===== config.mk =====
export PLATFORM = sky130hd
export DESIGN_NAME = uart_tx_mmio
export DESIGN_NICKNAME = d
export VERILOG_FILES = /design/src/rtl/rvcpu_mem_pkg.sv /design/src/rtl/tx_fifo.sv /design/src/rtl/uart_tx_mmio.sv
export SDC_FILE = /design/constraint.sdc
export NUM_CORES = 1
export LEC_CHECK = 0
export BUFFER_PORTS_ARGS = -buffer_cell sky130_fd_sc_hd__buf_2
export CAP_MARGIN = 20
export CELL_PAD_IN_SITES_DETAIL_PLACEMENT = 0
export CELL_PAD_IN_SITES_GLOBAL_PLACEMENT = 1
export CORE_UTILIZATION = 44
export CTS_CLUSTER_SIZE = 10
export DETAILED_ROUTE_END_ITERATION = 10
export PLACE_DENSITY = 0.79
export SYNTH_ARGS = -nofsm -noshare
export SYNTH_HDL_FRONTEND = slang
export SYNTH_SLANG_ARGS = --single-unit

===== constraint.sdc =====
create_clock -name clk -period 5.8 [get_ports clk]
set_clock_uncertainty 0.15 [all_clocks]
set_input_delay 1.45 -clock clk [delete_from_list [all_inputs] [get_ports clk]]
set_output_delay 1.45 -clock clk [all_outputs]
set_load 0.01 [all_outputs]

===== src/rtl/rvcpu_mem_pkg.sv =====
// rvcpu_mem_pkg
//  Shared definitions for CPU data-memory responders:
//   - dm_rd_ctrl / dm_wr_ctrl encodings (0 = no access)
//   - UART TX register indices, as decoded from dm_addr[4:3]
//   - STATUS bit positions
//   - serializer FSM state enum
//   - eff_div(): maps a BAUDDIV value to the bit period actually used
//  No ports (package).
package rvcpu_mem_pkg;

    // Load types on dm_rd_ctrl
    localparam logic [2:0] LD_NONE = 3'd0;
    localparam logic [2:0] LD_LB   = 3'd1;
    localparam logic [2:0] LD_LH   = 3'd2;
    localparam logic [2:0] LD_LW   = 3'd3;
    localparam logic [2:0] LD_LD   = 3'd4;
    localparam logic [2:0] LD_LBU  = 3'd5;
    localparam logic [2:0] LD_LHU  = 3'd6;
    localparam logic [2:0] LD_LWU  = 3'd7;

    // Store types on dm_wr_ctrl
    localparam logic [2:0] ST_NONE = 3'd0;
    localparam logic [2:0] ST_SB   = 3'd1;
    localparam logic [2:0] ST_SH   = 3'd2;
    localparam logic [2:0] ST_SW   = 3'd3;
    localparam logic [2:0] ST_SD   = 3'd4;

    // UART register indices (byte offsets 0x00, 0x08, 0x10, 0x18)
    localparam logic [1:0] REG_TXDATA  = 2'd0;
    localparam logic [1:0] REG_STATUS  = 2'd1;
    localparam logic [1:0] REG_BAUDDIV = 2'd2;
    localparam logic [1:0] REG_RSVD    = 2'd3;

    // STATUS bit positions; fifo count occupies [15:8]
    localparam int STAT_BUSY    = 0;
    localparam int STAT_FULL    = 1;
    localparam int STAT_EMPTY   = 2;
    localparam int STAT_OVF     = 3;
    localparam int STAT_PAR     = 4;
    localparam int STAT_CNT_LSB = 8;

    typedef enum logic [2:0] {
        TX_IDLE   = 3'd0,
        TX_START  = 3'd1,
        TX_DATA   = 3'd2,
        TX_PARITY = 3'd3,
        TX_STOP   = 3'd4
    } tx_state_e;

    // A programmed divider of 0 would mean a zero-length bit; run it as 1.
    function automatic logic [15:0] eff_div(input logic [15:0] div);
        return (div == 16'd0) ? 16'd1 : div;
    endfunction

endpackage


===== src/rtl/tx_fifo.sv =====
// tx_fifo
//  Synchronous first-word-fall-through FIFO with binary pointers.
//  DEPTH must be a power of two so the pointers wrap naturally.
//  Ports:
//   clk, rst_n   clock, asynchronous active-low reset (empties the FIFO)
//   push, din    write request / data; ignored while full
//   pop          read request; ignored while empty
//   dout         head entry, valid whenever empty=0
//   full, empty  occupancy flags
//   count        number of entries, $clog2(DEPTH)+1 bits
module tx_fifo #(
    parameter int WIDTH = 8,
    parameter int DEPTH = 16
) (
    input  logic                     clk,
    input  logic                     rst_n,
    input  logic                     push,
    input  logic                     pop,
    input  logic [WIDTH-1:0]         din,
    output logic [WIDTH-1:0]         dout,
    output logic                     full,
    output logic                     empty,
    output logic [$clog2(DEPTH):0]   count
);

    localparam int AW = $clog2(DEPTH);
    localparam int CW = AW + 1;

    logic [WIDTH-1:0] mem_q [DEPTH];
    logic [AW-1:0]    wr_ptr_q, wr_ptr_d;
    logic [AW-1:0]    rd_ptr_q, rd_ptr_d;
    logic [CW-1:0]    count_q, count_d;
    logic             push_ok, pop_ok;

    // Push and pop are independent; both in one cycle keeps the count.
    assign push_ok = push && !full;
    assign pop_ok  = pop && !empty;

    always_comb begin
        wr_ptr_d = wr_ptr_q;
        rd_ptr_d = rd_ptr_q;
        count_d  = count_q;
        if (push_ok) wr_ptr_d = wr_ptr_q + AW'(1);
        if (pop_ok)  rd_ptr_d = rd_ptr_q + AW'(1);
        case ({push_ok, pop_ok})
            2'b10:   count_d = count_q + CW'(1);
            2'b01:   count_d = count_q - CW'(1);
            default: count_d = count_q;
        endcase
    end

    always_ff @(posedge clk or negedge rst_n) begin
        if (!rst_n) begin
            wr_ptr_q <= '0;
            rd_ptr_q <= '0;
            count_q  <= '0;
        end else begin
            wr_ptr_q <= wr_ptr_d;
            rd_ptr_q <= rd_ptr_d;
            count_q  <= count_d;
        end
    end

    // Storage needs no reset: entries are only read once counted in.
    always_ff @(posedge clk) begin
        if (push_ok) mem_q[wr_ptr_q] <= din;
    end

    assign dout  = mem_q[rd_ptr_q];
    assign full  = (count_q == CW'(DEPTH));
    assign empty = (count_q == '0);
    assign count = count_q;

endmodule


===== src/rtl/uart_tx_mmio.sv =====
// uart_tx_mmio
//  Memory-mapped 8N1 UART transmitter on the CPU data-memory bus.
//  Register window of 32 bytes at BASE_ADDR, decoded on dm_addr[4:3]:
//   0x00 TXDATA  (W)    push dm_din[7:0]; dropped and overflow set if full
//   0x08 STATUS  (R/W1C) [0] busy [1] full [2] empty [3] overflow
//                        [4] parity enabled [15:8] fifo count
//   0x10 BAUDDIV (R/W)  clk cycles per bit, 0 runs as 1
//   0x18 reserved       reads 0, writes ignored
//  Build option: define UART_PARITY_EN to append an even parity bit
//  after the data bits (11-bit frames, STATUS[4]=1).
//  Ports:
//   clk, rst            clock, asynchronous active-low reset
//   dm_rd_ctrl          load type (loads are side-effect free, type ignored)
//   dm_wr_ctrl          store type, nonzero = store
//   dm_addr, dm_din     byte address, store data
//   dm_dout             load data, combinational, 0 when hit=0
//   hit                 dm_addr falls inside the register window
//   txd                 serial output, idle high
//   irq_empty           FIFO empty and serializer idle
//   dbg_state           serializer FSM state
//
//  Bus handshake: there is no valid/ready back-pressure. A store commits
//  on the clock edge where hit && dm_wr_ctrl != 0 and is always accepted
//  in that cycle; a load is a pure combinational read of the selected
//  register while hit=1. Internally the serializer pops the FIFO only
//  when it is non-empty, and the register file pushes only when not full.
module uart_tx_mmio
    import rvcpu_mem_pkg::*;
#(
    parameter logic [63:0] BASE_ADDR  = 64'h0000_0000_1000_0000,
    parameter int          FIFO_DEPTH = 16,
    parameter logic [15:0] DIV_RESET  = 16'd434
) (
    input  logic        clk,
    input  logic        rst,
    input  logic [2:0]  dm_rd_ctrl,
    input  logic [2:0]  dm_wr_ctrl,
    input  logic [63:0] dm_addr,
    input  logic [63:0] dm_din,
    output logic [63:0] dm_dout,
    output logic        hit,
    output logic        txd,
    output logic        irq_empty,
    output logic [2:0]  dbg_state
);

    localparam int CW = $clog2(FIFO_DEPTH) + 1;

`ifdef UART_PARITY_EN
    localparam tx_state_e AFTER_DATA = TX_PARITY;
    localparam logic      PARITY_EN  = 1'b1;
`else
    localparam tx_state_e AFTER_DATA = TX_STOP;
    localparam logic      PARITY_EN  = 1'b0;
`endif

    // ------------------------------------------------------------------
    // Address decode
    // ------------------------------------------------------------------
    logic [1:0] reg_sel;
    logic       wr_en;
    logic       unused_bits;

    assign hit     = (dm_addr[63:5] == BASE_ADDR[63:5]);
    assign reg_sel = dm_addr[4:3];
    assign wr_en   = hit && (dm_wr_ctrl != ST_NONE);

    // Load type, byte offset and upper store data carry no meaning here.
    assign unused_bits = ^{dm_rd_ctrl, dm_addr[2:0], dm_din[63:16]};

    // ------------------------------------------------------------------
    // FIFO
    // ------------------------------------------------------------------
    logic          fifo_push, fifo_pop;
    logic [7:0]    fifo_dout;
    logic          fifo_full, fifo_empty;
    logic [CW-1:0] fifo_count;

    tx_fifo #(
        .WIDTH (8),
        .DEPTH (FIFO_DEPTH)
    ) u_fifo (
        .clk   (clk),
        .rst_n (rst),
        .push  (fifo_push),
        .pop   (fifo_pop),
        .din   (dm_din[7:0]),
        .dout  (fifo_dout),
        .full  (fifo_full),
        .empty (fifo_empty),
        .count (fifo_count)
    );

    // ------------------------------------------------------------------
    // Register file
    // ------------------------------------------------------------------
    logic [15:0] baud_div_q, baud_div_d;
    logic        ovf_q, ovf_d;

    always_comb begin
        baud_div_d = baud_div_q;
        ovf_d      = ovf_q;
        fifo_push  = 1'b0;
        if (wr_en && (reg_sel == REG_STATUS) && dm_din[STAT_OVF]) begin
            ovf_d = 1'b0;
        end
        // Evaluated after the clear so an overflowing push wins.
        if (wr_en && (reg_sel == REG_TXDATA)) begin
            if (fifo_full) ovf_d     = 1'b1;
            else           fifo_push = 1'b1;
        end
        if (wr_en && (reg_sel == REG_BAUDDIV)) begin
            baud_div_d = dm_din[15:0];
        end
    end

    always_ff @(posedge clk or negedge rst) begin
        if (!rst) begin
            baud_div_q <= DIV_RESET;
            ovf_q      <= 1'b0;
        end else begin
            baud_div_q <= baud_div_d;
            ovf_q      <= ovf_d;
        end
    end

    // ------------------------------------------------------------------
    // Serializer FSM and baud counter
    // ------------------------------------------------------------------
    tx_state_e   state_q, state_d;
    logic [15:0] cnt_q, cnt_d;
    logic [15:0] bit_div_q, bit_div_d;   // period latched for the current bit
    logic [2:0]  bit_idx_q, bit_idx_d;
    logic [7:0]  shift_q, shift_d;
    logic        par_q, par_d;
    logic        txd_q, txd_d;
    logic        busy_q, busy_d;
    logic        bit_end;
    logic        busy;

    assign bit_end = (cnt_q == (bit_div_q - 16'd1));

    // State register
    always_ff @(posedge clk or negedge rst) begin
        if (!rst) state_q <= TX_IDLE;
        else      state_q <= state_d;
    end

    // Next state
    always_comb begin
        state_d  = state_q;
        fifo_pop = 1'b0;
        case (state_q)
            TX_IDLE: begin
                if (!fifo_empty) begin
                    fifo_pop = 1'b1;
                    state_d  = TX_START;
                end
            end
            TX_START: begin
                if (bit_end) state_d = TX_DATA;
            end
            TX_DATA: begin
                if (bit_end && (bit_idx_q == 3'd7)) state_d = AFTER_DATA;
            end
            TX_PARITY: begin
                if (bit_end) state_d = TX_STOP;
            end
            TX_STOP: begin
                // Back-to-back frames: skip IDLE when another byte waits.
                if (bit_end) begin
                    if (!fifo_empty) begin
                        fifo_pop = 1'b1;
                        state_d  = TX_START;
                    end else begin
                        state_d  = TX_IDLE;
                    end
                end
            end
            default: state_d = TX_IDLE;
        endcase
    end

    // Bit timing and shift register. BAUDDIV is sampled only at bit
    // boundaries, so a rewrite never stretches or cuts the current bit.
    always_comb begin
        cnt_d     = cnt_q;
        bit_div_d = bit_div_q;
        bit_idx_d = bit_idx_q;
        shift_d   = shift_q;
        par_d     = par_q;
        if (fifo_pop) begin
            shift_d   = fifo_dout;
            par_d     = ^fifo_dout;
            cnt_d     = 16'd0;
            bit_div_d = eff_div(baud_div_q);
            bit_idx_d = 3'd0;
        end else if ((state_q != TX_IDLE) && bit_end) begin
            cnt_d     = 16'd0;
            bit_div_d = eff_div(baud_div_q);
            if (state_q == TX_DATA) begin
                shift_d   = shift_q >> 1;
                bit_idx_d = bit_idx_q + 3'd1;
            end
        end else if (state_q != TX_IDLE) begin
            cnt_d = cnt_q + 16'd1;
        end
    end

    // Outputs. txd is registered, so the line trails the state by one
    // cycle; busy_q trails the same way so busy covers the whole stop bit.
    always_comb begin
        case (state_q)
            TX_START:  txd_d = 1'b0;
            TX_DATA:   txd_d = shift_q[0];
            TX_PARITY: txd_d = par_q;
            default:   txd_d = 1'b1;
        endcase
        busy_d = (state_q != TX_IDLE);
    end

    always_ff @(posedge clk or negedge rst) begin
        if (!rst) begin
            cnt_q     <= 16'd0;
            bit_div_q <= eff_div(DIV_RESET);
            bit_idx_q <= 3'd0;
            shift_q   <= 8'd0;
            par_q     <= 1'b0;
            txd_q     <= 1'b1;
            busy_q    <= 1'b0;
        end else begin
            cnt_q     <= cnt_d;
            bit_div_q <= bit_div_d;
            bit_idx_q <= bit_idx_d;
            shift_q   <= shift_d;
            par_q     <= par_d;
            txd_q     <= txd_d;
            busy_q    <= busy_d;
        end
    end

    assign busy      = busy_q || (state_q != TX_IDLE);
    assign txd       = txd_q;
    assign irq_empty = fifo_empty && !busy;
    assign dbg_state = state_q;

    // ------------------------------------------------------------------
    // Read mux
    // ------------------------------------------------------------------
    logic [15:0] status_w;
    logic [15:0] cnt_ext;

    assign cnt_ext = 16'(fifo_count);

    always_comb begin
        status_w              = 16'd0;
        status_w[STAT_BUSY]   = busy;
        status_w[STAT_FULL]   = fifo_full;
        status_w[STAT_EMPTY]  = fifo_empty;
        status_w[STAT_OVF]    = ovf_q;
        status_w[STAT_PAR]    = PARITY_EN;
        // A 256-deep FIFO holds one more entry than the field can show.
        status_w[15:8]        = (cnt_ext > 16'd255) ? 8'hFF : cnt_ext[7:0];
    end

    always_comb begin
        dm_dout = 64'd0;
        if (hit) begin
            case (reg_sel)
                REG_STATUS:  dm_dout = {48'd0, status_w};
                REG_BAUDDIV: dm_dout = {48'd0, baud_div_q};
                default:     dm_dout = 64'd0;
            endcase
        end
    end

endmodule


Word-level counts from Yosys, hierarchy flattened. Memories as Yosys holds them, arrays and structs flattened. Index checks and enable logic that the tools add are counted.

Eq/ne operators: 17. Order comparisons: 1. $add $sub $neg: 7. Mux-type cells: 34. Reduce and logical (&&, ||, !) cells: 27.

Operators by type and width (number): 2-to-1 mux 16 bit (7); equality test 59 x 24 -> 1 bit (second input constant) (1); 2-to-1 mux 8 bit (4); case mux 16 bit (2 select lines) (1); 2-to-1 mux 3 bit (8); adder 16 x 1 -> 16 bit (second input constant) (1); equality test 16 bit (1); logical NOT 16 bit (1); subtractor 16 x 1 -> 16 bit (second input constant) (1); case mux 3 bit (5 select lines) (1); logical AND 1 bit (10); 2-to-1 mux 1 bit (10); != test 2 bit (second input constant) (5); case mux 5 bit (2 select lines) (1); nonzero test 3 bit (3); adder 4 x 1 -> 4 bit (second input constant) (2); greater-than comparator 5 x 8 -> 1 bit (second input constant) (1); parity 8 bit (1); equality test 3 x 2 -> 1 bit (second input constant) (2); equality test 3 bit (second input constant) (2); nonzero test 2 bit (3); adder 5 x 1 -> 5 bit (second input constant) (1); equality test 5 bit (second input constant) (1); logical NOT 5 bit (1); other kinds (13) (17).

Word-level logic and storage cells: 100. Flip-flop bits (word level): 79. Output and inout port bits: 70. Memories: 1. Bits of input ports: 136. Bits in writable memories: 128.

Memory list: u_fifo.mem_q (words 16, bits a word 8, read ports 1, clocked after memory_dff 0, write ports 1, RTL line tx_fifo.sv:29) `logic [WIDTH-1:0] mem_q [DEPTH];`.

Longest topological paths before layout. Gate-level depths: netlist (run 1).

Depth after elaboration: 7. Depth in mapped cells: 21.

Hierarchy. Synthesis (run 1) repeated with hierarchy kept, for this count alone.

Cells, all modules: 766. Area, all modules: 10060.9 um^2.

By module, submodules not included: tx_fifo (cells each 332, sequential area each 4169.0 um^2, instances 1, area each 5779.3 um^2); uart_tx_mmio (cells each 434, sequential area each 1665.3 um^2, instances 1, area each 4281.6 um^2).

Worst setup path before layout (run 1). OpenSTA, ideal clock, no wires.

Path kind: input -> output. Start point: input port dm_addr[17]. End point: output port dm_dout[0]. Arrival: 2902 ps. Slack: 1298 ps. Cell stages on the path: 7. Required time: 4200 ps. Path through: nor4_1 nand4_1 nor3_1 and2_1 clkbuf_1 nand2_1 a21oi_1.

Word-level cells in the longest chain between the ends: 2.

RTL lines: start: declaration (RTL line uart_tx_mmio.sv:38) `input logic [63:0] dm_addr,`; equality test 59 x 24 -> 1 bit (RTL line uart_tx_mmio.sv:64) `assign hit = (dm_addr[63:5] == BASE_ADDR[63:5]);`; net hit (RTL line uart_tx_mmio.sv:41) `output logic hit,`; 2-to-1 mux 16 bit (RTL line uart_tx_mmio.sv:268) `if (hit) begin`; end: declaration (RTL line uart_tx_mmio.sv:40) `output logic [63:0] dm_dout,`.

The timed path passes the listed nets, and every way through them passes these cells.

Worst setup path in the final report (run 1).
Start point: input port dm_addr[19]. End point: output port dm_dout[0].

Word-level cells in the longest chain between the ends: 2.

RTL lines (RTL line): equality test 59 x 24 -> 1 bit (uart_tx_mmio.sv:64); 2-to-1 mux 16 bit (uart_tx_mmio.sv:268).

Every way passes these cells.

==> run metrics, run 1 <==
status complete, but fails checks; failing checks DRC; register area share after synthesis 58.8%; Syn Std Cell Area 9920 um^2; final setup margin 0.891 ns; fin area 11200 um^2; clock tree sinks 207; final-stage net count 1002; Clock transition at path regs 0.05 ns; CTS tree built; Setup Fix Bufs, Post-CTS 0; Starting Density 45.2%; crit path max fanout 10; CTS resizes 0; Overflow after GRT 0; Max VDD drop 0.209 mV; # rows 54; initial antenna violation count 0; Initial DRT Pass Iterations 7; Final ANT Viol Nets 0; cell area power density 269 nW/um^2; DRC viols 12; share of cells above drive strength 1 23.1%; post-synth top area cell edfxtp_1; Gate power share 2.4%; Vias 6173; setup violators final 0; nature of the critical path endpoint output port; cell-internal power 2.40 mW; Post-synth top flop edfxtp_1; DP Area 10500 um^2; Max transition margin 38.0%; register share of total power 52.2%; Post-synth EDFFs 128; H-tree levels 1; wire per inst 17.4 um; # IOs 206; commonest non-fill, non-tap cell in the layout edfxtp_1; most frequent cells in the layout edfxtp_1 (128), buf_2 (102), dfrtp_1 (67); Die H 152 um; clock network fraction of total power 45.4%; synthesized flop and latch total 207; GRT Total Usage 17.3%; pin count of the biggest net entering global routing 49; Post-synth ARST share 38.2%; pre-CTS setup slack 0.878 ns; Warnings, synthesis 0; CTS Hold Bufs 0; final wirelength 20000 um; crit path launch type primary input; HPWL after DPL 14000 um; switch share 20.2%; Slew @ Worst Pin 0.923 ns; Layout area overhead 12.8%; Max Clock Freq 204 MHz; top-area cell type share of the netlist area 38.8%; Max-cap violations 0; worst path arrival time 3.31 ns; initial DRC count 280; drt via density 5.37; TritonCTS Buffers 25; routability cong. 0.830; library cells used by synthesis 62; fin crit period 4.91 ns; full die area 23100 um^2; Gate Count Post-Synth 754; Net Switching 0.608 mW; RSZ-0062 raised after global routing false; global-route wire length before repair 32100 um; max-slew violations 0; Hold Path Class flip-flop to flip-flop; setup_tns 0 ns; worst-skew pair later-pin latency 0.51 ns; synth top area cells edfxtp_1 (39%), dfrtp_1 (17%), mux2i_1 (3.7%); WP data required 4.20 ns; PortBufs 103; Die Wd 152 um; Root Driver clkbuf_16; WS Path Type primary input to output port; Pleak 4.51 nW; ant diodes 0; core area 22000 um^2; Power, Total 3.01 mW; vias in the first global route 5997; CTS max path bufs 3; Final period util 84.6%; Syn Area/Cell 13.2 um^2; Hold Fails Final Rpt 0
## area by class of cell
cell class / instances / area (um^2)
fillers: 1895 / 10800
flip-flops and latches: 207 / 5840
multi-input cells: 491 / 3660
clock buffers: 43 / 693
repair buffers: 109 / 567
well taps: 280 / 350
inverters: 17 / 63.8
clock inverters: 3 / 25.0
## power groups by stage
stage	clock, mW	combinational [mW]	sequential (mW)
floorplan	0	0.0439	1.60
finish	1.36	0.0733	1.57
global placement	0	0.0732	1.60
global route	1.45	0.0825	1.57
detailed placement	0	0.0747	1.60
CTS	1.39	0.0747	1.57
## through the flow
| step | util, % | hold WS, ns | instances |
|---|---|---|---|
| after floorplan | - | 0.307 | 801 |
| after global placement | 47.6 | 0.319 | 1103 |
| after detailed placement | 47.7 | 0.329 | 1104 |
| after CTS | 51.0 | 0.335 | 1150 |
| after global routing | 51.0 | 0.367 | 1150 |
| final | 51.0 | 0.326 | 1150 |
## cells by family after synthesis
logic type,count (synthesis),share of synthesized area [%]
simple gates,188,10.2
fa+ha+maj,15,1.89
other cells,1,0.0378
compound gates,102,7.28
buf+inv,103,6.08
mux,87,11.2
xor+xnor,51,4.50
flops,207,58.8
## cell usage after synthesis, drive strengths merged, types with 22 or more instances
cell,n
buf,61
xor2,23
o21ai,24
nor2,42
mux2,34
xnor2,28
edfxtp,128
mux2i,37
and3,24
clkbuf,25
nand2,24
nor4,22
dfrtp,68
## worst max-delay path, stage by stage
cell     delay (ns)
buf_2          0.10
nor4_1         0.28
nand4_1        0.13
nor3_1         0.26
and2_1         0.42
nand2_1        0.31
a21oi_1        0.19
buf_2          0.16
## state kept, by name, summed over array words and instances (netlist names)
register         cells
u_fifo.mem_q       128
baud_div_q          16
bit_div_q           16
cnt_q               16
shift_q              8
u_fifo.count         5
u_fifo.rd_ptr_q      4
u_fifo.wr_ptr_q      4
bit_idx_q            3
dbg_state            3
busy_q               1
ovf_q                1
par_q                1
txd                  1
## per-layer routing
metal,vias up,global-route usage (%),wire [um]
met5,-,0,0
met4,0,3.94,348
met3,31,2.62,1020
met2,193,28.9,9780
met1,3025,23.9,8890
li1,2924,-,-
## path summary, 6_finish.rpt
| path | start | endpoint | slack, ns | cells past startpoint |
|---|---|---|---|---|
| max | dm_addr[19] | dm_dout[0] | 0.89 | 8 |
| min | bit_idx_q[0] | bit_idx_q[0] | 0.33 | 1 |
| max reg2reg | bit_div_q[1] | u_fifo.count[4] | 1.30 | 18 |
| min reg2reg | bit_idx_q[0] | bit_idx_q[0] | 0.33 | 1 |
| max in group asynchronous | rst | u_fifo.rd_ptr_q[0] | 3.79 | 2 |
| min in group asynchronous | rst | cnt_q[12] | 0.72 | 1 |
(Power assumes the default switching activity.)
==> run 2: changes to the inputs <==
--- a/config.mk
+++ b/config.mk
@@ -5,14 +5,15 @@
 export SDC_FILE = /design/constraint.sdc
 export NUM_CORES = 1
 export LEC_CHECK = 0
+export ABC_AREA = 1
 export BUFFER_PORTS_ARGS = -buffer_cell sky130_fd_sc_hd__buf_2
 export CAP_MARGIN = 20
 export CELL_PAD_IN_SITES_DETAIL_PLACEMENT = 0
 export CELL_PAD_IN_SITES_GLOBAL_PLACEMENT = 1
-export CORE_UTILIZATION = 44
+export CORE_UTILIZATION = 38
 export CTS_CLUSTER_SIZE = 10
 export DETAILED_ROUTE_END_ITERATION = 10
-export PLACE_DENSITY = 0.79
+export PLACE_DENSITY = 0.75
 export SYNTH_ARGS = -nofsm -noshare
 export SYNTH_HDL_FRONTEND = slang
 export SYNTH_SLANG_ARGS = --single-unit
==> constraint.sdc (replaced) <==
create_clock -name clk -period 4.4 [get_ports clk]
set_clock_uncertainty 0.15 [all_clocks]
set_input_delay 1.1 -clock clk [delete_from_list [all_inputs] [get_ports clk]]
set_output_delay 1.1 -clock clk [all_outputs]
set_load 0.01 [all_outputs]
==> run 2 against run 1 <==
Net effect:
- the run now ends clean
- global-route usage rose by 0.92 points
- via count up 34%
- count of clock-buffer cells in the layout did not move
- wire length is 31% higher
- area after synthesis grew 9.2%
- critical path type unchanged
==> run metrics, run 2 <==
status complete, no violations; Fillers 2797 (+48%); global-route wire length before repair 41100 um (+28%); Final ANT Viol Nets 0 (unchanged); Commonest cells post-synth nand2_1 (344), edfxtp_1 (128), nor2_1 (115); Gate Count Post-Synth 1197 (+59%); CTS max path bufs 3 (unchanged); Max Clock Freq 256 MHz; CTS tree built; worst path arrival time 2.66 ns (-0.65 ns); top-area cell type share of the netlist area 35.5% (-3.3 points); DRC viols 0 (-12); WP data required 3.15 ns (-1.05 ns); HPWL after DPL 18300 um (+31%); # IOs 206 (unchanged); crit path max fanout 9 (-1); Final period util 88.9%; final wirelength 26300 um (+31%); cell area power density 328 nW/um^2 (+22%); routability cong. 0.828 (-0.22%); Root Driver clkbuf_16; Max transition margin 45.9% (+7.9 points); Die Wd 171 um (+12%); Post-synth EDFFs 128 (unchanged); slowest stage cell on the critical path nor4_1; synthesized flop and latch total 207 (unchanged); core area 27900 um^2 (+27%); Layout area overhead 14.3%; initial antenna violation count 0 (unchanged); post-synth top area cell edfxtp_1; final setup margin 0.489 ns (-0.403 ns); fin crit period 3.91 ns; vias in the first global route 7797 (+30%); Biggest register u_fifo.mem_q; setup_tns 0 ns (unchanged); commonest non-fill, non-tap cell in the layout nand2_1; Pleak 5.29 nW (+17%); Vias 8266 (+34%); Die H 171 um (+12%); wire per inst 15.4 um (-12%); TritonCTS Buffers 25 (unchanged); Power, Total 4.06 mW (+35%); nature of the critical path endpoint output port; initial DRC count 531 (+90%); # rows 61 (+13%); Post-synth ARST share 38.2% (unchanged); RSZ-0062 raised after global routing false; worst-skew pair later-pin latency 0.53 ns (+0.02 ns); CTS resizes 0 (unchanged); Overflow after GRT 0 (unchanged); Largest register FFs 128 (unchanged); Warnings, synthesis 0 (unchanged); share of cells above drive strength 1 15.8% (-7.3 points); setup violators final 0 (unchanged); H-tree levels 1 (unchanged); Syn Std Cell Area 10800 um^2 (+9.2%); full die area 29200 um^2 (+26%); crit path launch type primary input; final-stage net count 1463 (+46%); Max stage delay on crit path 0.40 ns (-0.02 ns); Hold Fails Final Rpt 0 (unchanged); WS Path Type primary input to output port; Clock transition at path regs 0.05 ns (about the same); register area share after synthesis 53.9% (-5.0 points); Max-cap violations 0 (unchanged); pre-CTS setup slack 0.353 ns (-0.525 ns); Slew @ Worst Pin 0.811 ns (-0.112 ns); PortBufs 103 (unchanged); Max VDD drop 0.279 mV (+34%); Initial DRT Pass Iterations 7 (unchanged); most frequent cells in the layout nand2_1 (344), edfxtp_1 (128), nor2_1 (115); GRT Total Usage 18.2% (+0.92 points); worst-path cell chain buf_2 > nor4_1 > nand4_1 > nor2_1 > nand2_1 > inv_1 > nand2_1 > a21oi_1 > buf_2; register area 5840 um^2 (unchanged); max-slew violations 0 (unchanged); library cells used by synthesis 49 (-21%); Hold Path Class flip-flop to flip-flop; pin count of the biggest net entering global routing 71 (+45%); drt via density 4.84 (-9.9%); Starting Density 38.8% (-6.4 points); Post-synth top flop edfxtp_1; ant diodes 0 (unchanged); fin util 44.3% (-6.6 points); CTS Hold Bufs 0 (unchanged); most frequent cell after synthesis nand2_1; clock tree sinks 207 (unchanged); synth top area cells edfxtp_1 (35%), dfrtp_1 (16%), nand2_1 (12%); Syn Area/Cell 9.05 um^2 (-31%); Setup Fix Bufs, Post-CTS 0 (unchanged); multi-input logic area 4320 um^2 (+18%)
-- run 2: per-layer routing --
metal	GRT usage (%)	vias up	routed length [um]
li1	-	4153	-
met1	24.4	3868	12000
met2	30.8	214	12600
met3	2.75	31	1240
met4	4.77	0	475
met5	0	-	0
-- run 2: report_power, final --
part	total [mW]	switching [mW]	internal, mW	leakage, nW
clock	1.89	0.784	1.10	0.360
sequential	2.07	0	2.07	2.08
combinational	0.106	0.0751	0.0309	2.85
-- run 2: metrics by stage --
| step | hold WS [ns] | area (um^2) | instances |
|---|---|---|---|
| after floorplan | 0.299 | 11000 | 1244 |
| after global placement | 0.321 | 11600 | 1663 |
| after detailed placement | 0.321 | 11600 | 1663 |
| after CTS | 0.335 | 12400 | 1709 |
| after global routing | 0.357 | 12400 | 1709 |
| final | 0.332 | 12400 | 1709 |
-- run 2: path summary, 6_finish.rpt --
check	from	to	slack [ns]	depth (start not counted)
worst max-delay path	dm_addr[30]	dm_dout[3]	0.49	9
worst min-delay path	baud_div_q[8]	baud_div_q[8]	0.33	2
worst max register to register	bit_div_q[0]	u_fifo.count[4]	0.71	22
worst min register to register	baud_div_q[8]	baud_div_q[8]	0.33	2
max in group asynchronous	rst	bit_div_q[8]	2.78	2
min in group asynchronous	rst	bit_div_q[15]	0.49	1
-- run 2: cell families (layout without fill, tap and decap cells) --
group                      count (synthesis)  count (layout)  synth area share, %
other                                      1              48               0.0346
adders and majority gates                 15              15                 1.73
xor gates and xnor gates                  33              33                 2.67
buffers and inverters                    169             256                 7.93
and+or+nand+nor                          620             620                 25.4
AOI/OAI and AO/OA                        151             151                 8.30
DFF                                      207             207                 53.9
muxes                                      1               1                0.104
-- run 2: worst max-delay path, delay by kind of cell --
kind,cells,cell delay (ns)
and+or+nand+nor,5,1.01
buffers and inverters,3,0.35
AOI/OAI and AO/OA,1,0.20
-- run 2: area by class of cell --
| cell class | count | area share (%) |
|---|---|---|
| flip-flops and latches | 207 | 47.1 |
| multi-input cells | 868 | 34.8 |
| clock buffers | 43 | 5.76 |
| repair buffers | 126 | 5.68 |
| well taps | 378 | 3.82 |
| inverters | 84 | 2.55 |
| clock inverters | 3 | 0.253 |
==> run 3: changes to the inputs <==
--- a/config.mk
+++ b/config.mk
@@ -6,14 +6,14 @@
 export NUM_CORES = 1
 export LEC_CHECK = 0
 export ABC_AREA = 1
-export BUFFER_PORTS_ARGS = -buffer_cell sky130_fd_sc_hd__buf_2
 export CAP_MARGIN = 20
 export CELL_PAD_IN_SITES_DETAIL_PLACEMENT = 0
 export CELL_PAD_IN_SITES_GLOBAL_PLACEMENT = 1
-export CORE_UTILIZATION = 38
+export CORE_UTILIZATION = 44
 export CTS_CLUSTER_SIZE = 10
 export DETAILED_ROUTE_END_ITERATION = 10
-export PLACE_DENSITY = 0.75
+export DONT_BUFFER_PORTS = 1
+export PLACE_DENSITY = 0.76
 export SYNTH_ARGS = -nofsm -noshare
 export SYNTH_HDL_FRONTEND = slang
 export SYNTH_SLANG_ARGS = --single-unit
==> run 3 against run 2 <==
Net effect:
- non-clock buffer count fell by 103
- setup slack worse by 0.016 ns
- critical endpoint is now dm_dout[10]
- highest routed layer unchanged
- sequential cell count is the same
- final cell count shrank 9.2%
- largest cell class unchanged
- critical path type unchanged
==> run metrics, run 3 (synthesized netlist as in run 2, its figures left out) <==
status complete, no violations; CTS tree built; CTS max path bufs 3 (unchanged); Hold Path Class primary input to async pin; Setup Fix Bufs, Post-CTS 0 (unchanged); initial DRC count 468 (-12%); worst-skew pair later-pin latency 0.53 ns (about the same); Biggest register u_fifo.mem_q; Max-cap violations 0 (unchanged); Max stage delay on crit path 0.38 ns (-0.02 ns); PortBufs 0 (-100%); WS Path Type primary input to output port; Die Wd 159 um (-7.0%); flop2flop setup slack 0.63 ns (-0.08 ns); RSZ-0062 raised after global routing false; drt via density 5.14 (+6.3%); crit path launch type primary input; full die area 25300 um^2 (-13%); reg2reg start bit_div_q[1]; commonest non-fill, non-tap cell in the layout nand2_1; Vias 7983 (-3.4%); crit path max fanout 9 (unchanged); crit-path leading delay family simple AND/OR/NAND/NOR gates; routability cong. 0.848 (+2.4%); WP data required 3.15 ns (about the same); fin crit period 3.93 ns (+0.0159 ns); CTS resizes 0 (unchanged); pre-CTS setup slack 0.393 ns (+0.0399 ns); Initial DRT Pass Iterations 5 (-2); setup violators final 0 (unchanged); vias in the first global route 7744 (-0.68%); initial antenna violation count 0 (unchanged); worst path arrival time 2.68 ns (+0.02 ns); Bufs and invs on worst path 1 (-2); worst-path cell chain nor4_1 > nand2_1 > nor3_1 > nand2_1 > inv_1 > nand2_1 > a21oi_1; CP Depth 7 (-2); max-slew violations 0 (unchanged); setup_tns 0 ns (unchanged); cells on worst reg2reg path 19 (-14%); ant diodes 0 (unchanged); CP dominant cell by count nand2_1; Slew @ Worst Pin 0.888 ns (+0.0768 ns); Overflow after GRT 0 (unchanged); Max Clock Freq 255 MHz (-0.41%); CTS Hold Bufs 0 (unchanged); clock tree sinks 207 (unchanged); Fillers 2309 (-17%); Root Driver clkbuf_16; Worst setup startpoint dm_addr[50]; share of cells above drive strength 1 8.63% (-7.1 points); Die H 159 um (-7.0%); core area 24200 um^2 (-13%); GRT Total Usage 20.7% (+2.5 points); # IOs 206 (unchanged); R2R Path End u_fifo.count[4]; nature of the critical path endpoint output port; most frequent cells in the layout nand2_1 (344), edfxtp_1 (128), nor2_1 (115); Largest register FFs 128 (unchanged); global-route wire length before repair 41300 um (+0.45%); Pleak 4.85 nW (-8.3%); final wirelength 25800 um (-1.6%); pin count of the biggest net entering global routing 80 (+13%); Max transition margin 40.8% (-5.1 points); Max VDD drop 0.255 mV (-8.8%); Layout area overhead 8.90%; slowest stage cell on the critical path nor4_1; Clock transition at path regs 0.06 ns (about the same); Hold Fails Final Rpt 0 (unchanged); Setup crit end dm_dout[10]; TritonCTS Buffers 25 (unchanged); cell area power density 338 nW/um^2 (+3.0%); final setup margin 0.473 ns (-0.0159 ns); Starting Density 44.7% (+5.9 points); # rows 57 (-6.6%); HPWL after DPL 17700 um (-3.8%); wire per inst 16.7 um (+8.3%); Final ANT Viol Nets 0 (unchanged); final-stage net count 1360 (-7.0%); H-tree levels 1 (unchanged); DRC viols 0 (unchanged); Final period util 89.3% (+0.36 points)
-- run 3: cell count changes in the layout (fill, tap and decap cells not counted) --
cell / delta
buf_2: -102
buf_12: -1
clkbuf_16: +1
clkbuf_8: -1
clkinv_1: +1
inv_4: -1
-- run 3: worst min-delay path by stage --
stage | startpoint | to | slack (ns) | cells past startpoint
after floorplan | par_q | par_q | 0.30 | 2
after global placement | baud_div_q[8] | baud_div_q[8] | 0.33 | 2
after detailed placement | baud_div_q[8] | baud_div_q[8] | 0.33 | 2
after CTS | rst | dbg_state[0] | 0.1 | 0
after global routing | rst | cnt_q[8] | 0.10 | 0
final | rst | cnt_q[3] | 0.13 | 0
-- run 3: layout make-up --
class                      count  area, um^2  area share, %
clock inverter                 3        28.8          0.244
inverter                      84         315           2.67
sequential                   207        5840           49.5
timing repair buffer          23         173           1.46
tap                          324         405           3.44
clock buffer                  43         724           6.14
multi-input combinational    868        4320           36.6
-- run 3: through the flow --
stage / instances / instance area (um^2) / power, mW / utilization, % / hold WS [ns]
after floorplan: 1244 / 11000 / 2.17 / - / 0.299
after CTS: 1552 / 11800 / 4.02 / 48.7 / 0.0989
after detailed placement: 1506 / 11000 / 2.14 / 45.6 / 0.328
final: 1552 / 11800 / 3.98 / 48.7 / 0.125
after global placement: 1506 / 11000 / 2.14 / 45.6 / 0.329
after global routing: 1552 / 11800 / 4.11 / 48.7 / 0.105
-- run 3: power breakdown --
group          total, mW  internal, mW  switching, mW
registers           2.07          2.07              0
clock network       1.88          1.12          0.766
logic             0.0320       0.00529         0.0267
-- run 3: routing by layer --
metal / wire (um) / part of all wire, % / global-route usage [%] / up-vias
li1: - / - / - / 3948
met1: 11600 / 45 / 28.4 / 3763
met2: 12200 / 47 / 35.0 / 237
met3: 1610 / 6.2 / 3.03 / 35
met4: 429 / 1.7 / 4.46 / 0
met5: 0 / 0 / 0 / -
